`config.mk`:
```
export PLATFORM = sky130hd
export DESIGN_NAME = im_loader
export DESIGN_NICKNAME = d
export VERILOG_FILES = /design/src/rtl/mips_pkg.sv /design/src/rtl/im_loader_byte_packer.sv /design/src/rtl/im_loader.sv
export SDC_FILE = /design/constraint.sdc
export NUM_CORES = 1
export LEC_CHECK = 0
export ABC_CLOCK_PERIOD_IN_PS = 5000
export CORE_MARGIN = 5
export CORE_UTILIZATION = 45
export DETAILED_ROUTE_END_ITERATION = 8
export GPL_TIMING_DRIVEN = 0
export PLACE_DENSITY_LB_ADDON = 0.3
export SKIP_LAST_GASP = 1
export SLEW_MARGIN = 10
export SYNTH_ARGS = -nofsm -noshare
export SYNTH_HDL_FRONTEND = slang
export SYNTH_SLANG_ARGS = --single-unit
```
`constraint.sdc`:
```
create_clock -name clk -period 5 [get_ports clk]
set_clock_uncertainty 0.1 [all_clocks]
set_input_delay 1 -clock clk [delete_from_list [all_inputs] [get_ports clk]]
set_output_delay 1 -clock clk [all_outputs]
set_load 0.01 [all_outputs]
```
`src/rtl/mips_pkg.sv`:
```
// Shared constants for the text segment, IM capacity and the loader state encoding.
package mips_pkg;

  localparam logic [31:0] TEXT_BASE = 32'h0000_3000;
  localparam int          IM_DEPTH  = 4096;

  localparam logic [2:0] ST_IDLE = 3'd0;
  localparam logic [2:0] ST_LEN  = 3'd1;
  localparam logic [2:0] ST_DATA = 3'd2;
  localparam logic [2:0] ST_CSUM = 3'd3;
  localparam logic [2:0] ST_DONE = 3'd4;
  localparam logic [2:0] ST_ERR  = 3'd5;

endpackage

```
`src/rtl/im_loader_byte_packer.sv`:
```
// Big-endian 4-byte word assembler; word_valid fires in the same cycle as the 4th byte.
module byte_packer (
  input  logic        clk,
  input  logic        reset,
  input  logic        clear,
  input  logic        in_valid,
  input  logic [7:0]  in_byte,
  output logic        word_valid,
  output logic [31:0] word
);

  logic [1:0]  cnt;
  logic [23:0] shift;

  always_ff @(posedge clk or negedge reset) begin
    if (!reset) begin
      cnt   <= 2'd0;
      shift <= 24'd0;
    end else if (clear) begin
      cnt   <= 2'd0;
      shift <= 24'd0;
    end else if (in_valid) begin
      cnt   <= cnt + 2'd1;
      shift <= {shift[15:0], in_byte};
    end
  end

  assign word_valid = in_valid && (cnt == 2'd3);
  assign word       = {shift, in_byte};

endmodule

```
`src/rtl/im_loader.sv`:
```
// Loads a length-prefixed, XOR-checksummed byte stream into the instruction memory.
//   state | meaning
//   IDLE  | waiting for start, CPU released
//   LEN   | collecting 4-byte big-endian word count
//   DATA  | packing bytes into words and strobing IM writes
//   CSUM  | comparing the final byte with the running XOR
//   DONE  | image loaded and verified, CPU released
//   ERR   | bad length or checksum, CPU held in reset
module im_loader
  import mips_pkg::*;
#(
  parameter logic [31:0] BASE_ADDR = TEXT_BASE,
  parameter int          DEPTH     = IM_DEPTH
) (
  input  logic        clk,
  input  logic        reset,
  input  logic        start,
  input  logic [7:0]  rx_data,
  input  logic        rx_valid,
  output logic        rx_ready,
  output logic        im_we,
  output logic [31:0] im_addr,
  output logic [31:0] im_wdata,
  output logic        busy,
  output logic        done,
  output logic        error,
  output logic        cpu_hold
);

  localparam int IW = $clog2(DEPTH + 1);

  logic [2:0]    state;
  logic [1:0]    byte_cnt;
  logic [31:0]   len;
  logic [31:0]   len_next;
  logic [IW-1:0] idx;
  logic [IW-1:0] idx_next;
  logic [7:0]    csum;
  logic          accept;
  logic          start_ok;
  logic          word_valid;
  logic [31:0]   word;

  assign busy     = (state == ST_LEN) || (state == ST_DATA) || (state == ST_CSUM);
  assign rx_ready = busy;
  assign done     = (state == ST_DONE);
  assign error    = (state == ST_ERR);
  assign cpu_hold = busy || error;

  assign accept   = rx_valid && rx_ready;
  assign start_ok = start && ((state == ST_IDLE) || (state == ST_DONE) || (state == ST_ERR));
  assign len_next = {len[23:0], rx_data};
  assign idx_next = idx + 1'b1;

  byte_packer u_packer (
    .clk        (clk),
    .reset      (reset),
    .clear      (start_ok),
    .in_valid   (accept && (state == ST_DATA)),
    .in_byte    (rx_data),
    .word_valid (word_valid),
    .word       (word)
  );

  always_ff @(posedge clk or negedge reset) begin
    if (!reset) begin
      state    <= ST_IDLE;
      byte_cnt <= 2'd0;
      len      <= 32'd0;
      idx      <= '0;
      csum     <= 8'd0;
      im_we    <= 1'b0;
      im_addr  <= 32'd0;
      im_wdata <= 32'd0;
    end else begin
      im_we <= 1'b0;
      case (state)
        ST_IDLE, ST_DONE, ST_ERR: begin
          if (start) begin
            state    <= ST_LEN;
            byte_cnt <= 2'd0;
            len      <= 32'd0;
            idx      <= '0;
            csum     <= 8'd0;
          end
        end
        ST_LEN: begin
          if (accept) begin
            csum     <= csum ^ rx_data;
            len      <= len_next;
            byte_cnt <= byte_cnt + 2'd1;
            if (byte_cnt == 2'd3) begin
              if ((len_next == 32'd0) || (len_next > 32'(DEPTH))) state <= ST_ERR;
              else                                                 state <= ST_DATA;
            end
          end
        end
        ST_DATA: begin
          if (accept) csum <= csum ^ rx_data;
          if (word_valid) begin
            im_we    <= 1'b1;
            im_wdata <= word;
            im_addr  <= BASE_ADDR + (32'(idx) << 2);
            idx      <= idx_next;
            // len was range-checked in LEN, so its low IW bits hold the full count
            if (idx_next == len[IW-1:0]) state <= ST_CSUM;
          end
        end
        ST_CSUM: begin
          if (accept) state <= (rx_data == csum) ? ST_DONE : ST_ERR;
        end
        default: state <= ST_IDLE;
      endcase
    end
  end

endmodule

```
# --- Yosys cells after proc, flatten, opt, wreduce, memory -nomap -nowiden ---
# Cells that the tools add are included.
classes:
  addsub: 4
  n_lt_le_gt_ge: 1
  eq_ne: 16
  n_mux: 27
  bitwise_logic: 1
  n_reduce_logical: 23
op_table:
  columns: ["operator", "count"]
  rows:
  - ["$mux 24", 4]
  - ["$pmux 24 s2", 1]
  - ["$gt 32x13->1 const B", 1]
  - ["$logic_not 32->1", 1]
  - ["$mux 13", 2]
  - ["$pmux 13 s2", 1]
  - ["$mux 3", 7]
  - ["$add 14x15->16 const A", 1]
  - ["$mux 8", 2]
  - ["$pmux 8 s2", 1]
  - ["$add 13x1->13 const B", 1]
  - ["$eq 13x13->1", 1]
  - ["$pmux 3 s4", 1]
  - ["$reduce_and 3->1", 3]
  - ["$eq 8x8->1", 1]
  - ["$mux 2", 4]
  - ["$ne 2x1->1 const B", 4]
  - ["$reduce_bool 2->1", 4]
  - ["$xor 8x8->8", 1]
  - ["$eq 3x2->1 const B", 2]
  - ["$eq 3x3->1 const B", 2]
  - ["$logic_or 1x1->1", 6]
  - ["$ne 2x2->1 const B", 3]
  - ["$reduce_and 6->1", 1]
  - ["other kinds (10)", 17]
word_totals:
  regBits: 141
  inputBits: 12
  output_inout_bits: 70

# --- Depth between registers and ports, before layout ---
logic_depth:
  ltp_word: 8
  depth_mapped: 9

# --- Hierarchy ---
# From an unflattened synthesis, not the netlist that was laid out.
hier_totals:
  hier_cells: 653
  hier_area_um2: 5970.7
modules_own_cells:
  columns: ["module", "instances", "cells_each", "area_per_inst_um2"]
  rows:
  - ["im_loader", 1, 559, 4817.1]
  - ["byte_packer", 1, 94, 1153.6]

# --- Worst setup path after synthesis ---
# OpenSTA, ideal clock, no wires.
synth_timing:
  kind: "input to register"
  start: "input rx_data[0]"
  end: "register state[0]"
  setup_time_ns: 0.066
  t_arrival_ns: 2.185
  required_time_ns: 4.834
  path_slack_ns: 2.649
  cell_stages: 6
  path_buffers: 0
  cell_sequence: "nor4_1 nand4_1 and4bb_2 a221oi_1 o2111ai_1 nand2_1"
synth_between:
  elab_chain_cells: 6
  elab_cells_between_ends: 10
  classes_between: "order compare (1); eq/ne (1); mux (6); reduce/logical (2)"
synth_lines:
  columns: ["element", "line_no", "source"]
  rows:
  - ["start, declared", "im_loader.sv:18", "input logic [7:0] rx_data,"]
  - ["$gt 32x13->1 / $logic_not 32->1 (equally long branches)", "im_loader.sv:93", "if ((len_next == 32'd0) || (len_next > 32'(DEPTH))) state <= ST_ERR;"]
  - ["$logic_or 1x1->1", "im_loader.sv:93", null]
  - ["$mux 3", "im_loader.sv:93", null]
  - ["$mux 3", "im_loader.sv:92", "if (byte_cnt == 2'd3) begin"]
  - ["$mux 3", "im_loader.sv:88", "if (accept) begin"]
  - ["$pmux 3 s4 *", "im_loader.sv:77", "case (state)"]
  - ["end signal, assigned", "im_loader.sv:110", "if (accept) state <= (rx_data == csum) ? ST_DONE : ST_ERR;"]
  - ["end, declared", "im_loader.sv:32", "logic [2:0] state;"]
# Every way passes the cells marked *; elsewhere a longest branch is shown, timed or not. The select of a mux whose other input is x is not followed.
# A chain may end at the register's enable or synchronous reset.

# --- Worst setup path in the final report ---
layout_timing:
  start: "input rx_data[7]"
  end: "register state[0]"
# The elaborated chain is that of the path after synthesis.

==> impl_summary.md <==
STA
The count of final max-slew check failures is 0. Setup repair after global routing left no endpoint under its margin. Counting I/O delays and the setup requirement, the final critical path takes 3.22 ns. Measured against its own limit, the worst slew margin works out to 55.1%. The highest attainable clock frequency is 311 MHz.

The hold violation total from the final report was 0. Adding up every negative setup slack in the final design gives 0 ns. The setup-violating endpoint count in the final report is 0.

Across all setup checks in the final design, the least slack found is 1.78 ns. The slew at the pin closest to its max-slew limit is 0.674 ns. The final critical-path share of the clock period is 64.3%.

Clock network
The clock tree from TritonCTS is built. The clock tree root driver cell is clkbuf_16. The clock sink total is 123. The count of cells resized by post-cts repair is 0. The number of levels the H-tree was split into is 4. The number of buffers inserted during clock tree synthesis is 17. Once the clock tree was built, the setup fixing pass inserted 0 buffers. The insertion delay of the later-clocked pin in the worst-skew pair is 0.41 ns.

The maximum clock insertion buffer count is 2. The total of hold buffers inserted after clock tree synthesis is 0. The clock transition at the registers of the reported paths is 0.05 ns.

Floorplanning
The number of rows created at floorplan is 41. The initial core utilization is 45.9%. The die covers 15300 sq um. 82 I/O pins were placed.

The die height is 124 um. The core region is 12600 sq um. The die outline width is 124 um.

Yosys
Yosys attributes the largest share of cell area to dfrtp_1, nand2_1, o21ai_0. The netlist uses 53 different library cells. The gate count after technology mapping is 644. The synthesized netlist occupies a cell area of 5800 sq um. By count the netlist is led by nand2_1, dfrtp_1, o21ai_0. The post-synthesis async set-or-reset flop share is 100%. Yosys mapped a number of flops with a built-in enable equal to 0. The flip-flop cell with the highest count after synthesis is dfrtp_1.

The synthesized area per cell is 9.00 sq um. The count of state elements after synthesis is 123. dfrtp_1 takes more of the synthesized area than any other cell.

For this run, the number of Yosys warnings is 0. Sequential cells were found to cover 53.1% of the synthesized design area. The most used standard cell by instance count after synthesis is nand2_1. In this run the biggest area consumer among cell types represents 53.1% of the synthesized area.

Setup path
The type of the setup path with the least slack is in2reg. The data arrival at the endpoint of the critical path is 3.45 ns. Counting cells, the worst reg-to-reg path comes to 8. Counting both buffers and inverters, the worst setup path holds a total of 1. The slowest stage of the critical path is the a221oi_1 cell. The number of gates on the worst path with buffers counted is 7.

The critical path capture point type is a flip-flop. The largest fanout on the critical path is 7. The family with the most delay on the worst path is simple AND/OR/NAND/NOR gates. The nature of the critical path startpoint is an input port.

Traced cell by cell, the critical path runs through clkdlybuf4s50_1, nor4_1, nand4_1, and4bb_2, a221oi_1, o2111ai_1, nand2_1. The maximum cell stage delay along the critical path is 0.61 ns. The data required time at the worst endpoint is 5.24 ns.

Final layout
The final antenna diode count is 0. After the last flow step, the layout net total stands at 760. In the final layout, the share of cells above drive strength 1 is 10.9%.

The core occupancy in the finished layout is 57.6%. The final design area excluding fillers is 7270 sq um. The layout overhead on the synthesized area is 25.4%.

Route
The detail route stage leaves a number of antenna-violating nets equal to 0. The number of design rule violations left after detail routing is 0. For this block, the initial DRC count from the detailed router was 382. The first TritonRoute pass finished after 4 iterations.

Using the TritonRoute via totals, the vias-per-cell ratio works out to 5.23. The routed design has 14.3 mm of wire. The overall via count from detail_route is 4844. The average wire per standard cell is 15.5 um.

Placed design
The placed instances occupy a cell area of 6730 sq um. The count of buffers added on input and output ports is 62. The wire-length estimate of the detail-placed layout is 10.2 mm.

Routability-driven placement finished with a final weighted congestion of 0.862. The pre-CTS setup slack is 1.47 ns.

Power
After layout, the design draws a total of 0.00337 W. IR analysis of the VDD net gives a maximum drop of 309 uV. The analysis attributes to cell leakage a power of 3.47 nW. The power per standard cell area is 464 nW/um^2.

Global route
The largest net degree at the start of global routing is 83. The sum of overflow across all layers after global routing is 0. In the global route stage, overall resource usage came out at 20.2%. The via count of the first global-routing pass is 4899. The number of antenna violations at the first check in global routing is 0. The first global-routing pass estimated 24.0 mm of wire.

Run
Max-cap violations in this run came to 0.

Run status
The flow ran to the end, and the final reports show no timing, DRC or antenna violations.

Worst hold path
The hold path depth is 2. The class of the tightest hold or removal check is reg2reg.
[worst reg2reg max path, stage by stage (launching register included)]
cell       delay, ns
dfrtp_1         0.49
ha_1            0.20
buf_2           0.18
nand3_1         0.15
or3_4           0.43
a2111oi_2       0.33
and4_1          0.24
o2111ai_1       0.15
nand2_1         0.11
[cells in the final DEF, fill, tap and decap left out, drive strengths merged, types with 2 or more instances in the layout]
cell           count
ha                 5
nand2            211
mux2i              2
o2111ai            3
a21oi             33
and4               2
nor2              26
clkdlybuf4s50     61
a2111oi            2
nand3             11
o31ai              6
clkinv             5
xnor2             11
nor3               4
conb              18
o221ai             2
nand2b            12
clkinvlp           2
xor2               9
dfrtp            123
nand4              5
a22o              18
a31oi              2
clkbuf            35
a221oi             2
and2               6
nor4              10
inv               10
buf               45
nor3b              2
o21ai             50
and3               3
[kinds of logic after synthesis]
family	count (synthesis)	synth area share [%]
AND/OR/NAND/NOR	300	22.6
XOR/XNOR	20	3.02
buffers and inverters	66	6.04
flip-flops	123	53.1
AO/OA/AOI/OAI	126	13.5
other	1	0.0647
multiplexers	3	0.540
adder cells (fa/ha/maj)	5	1.08
[per-layer routing]
| metal | track usage (%) | vias up | wire [um] |
|---|---|---|---|
| met4 | 9.13 | 0 | 306 |
| met1 | 27.1 | 2353 | 6560 |
| met3 | 5.03 | 29 | 764 |
| li1 | - | 2328 | - |
| met5 | 0 | - | 0 |
| met2 | 31.0 | 134 | 6680 |
[state kept, by name, summed over array words and instances, names as in the netlist, 2 cells and up]
register and flops:
idx 13, u_packer.shift 24, u_packer.cnt 2, byte_cnt 2
im_addr 14, im_wdata 32, len 24, state 3
csum 8
[path summary, 6_finish.rpt]
path	from	endpoint	slack [ns]
setup / recovery	rx_data[7]	state[0]$_DFFE_PN0P_	1.78
hold / removal	im_addr[10]$_DFFE_PN0P_	im_addr[10]$_DFFE_PN0P_	0.37
setup reg to reg	idx[0]$_DFFE_PN0P_	state[0]$_DFFE_PN0P_	2.54
hold reg to reg	im_addr[10]$_DFFE_PN0P_	im_addr[10]$_DFFE_PN0P_	0.37
max in group asynchronous	reset	im_addr[10]$_DFFE_PN0P_	3.67
min in group asynchronous	reset	byte_cnt[1]$_DFFE_PN0P_	0.41
[power breakdown]
part	internal [W]	total, W	switching [W]	leakage [nW]
sequential	0.00118	0.00134	0.000168	1.69
clock	0.000711	0.00113	0.000416	0.267
combinational	0.000390	0.000901	0.000510	1.51
total	0.00228	0.00337	0.00109	3.47
[through the flow]
stage	hold slack (ns)	cells
6_report	0.367	926
5_1_grt	0.392	926
4_1_cts	0.373	926
3_5_place_dp	0.360	896
3_3_place_gp	0.357	895
2_1_floorplan	0.339	661
[layout make-up]
type                    count  area, sq um
clock buffers              22          474
multi-input cells         472         2430
repair buffers             63          649
fillers                  1154         5350
plain buffers              56          313
clock inverters             8         70.1
flip-flops and latches    123         3080
inverters                  10         37.5
well taps                 172          215
Note: power is estimated with default switching activity, not from simulation.
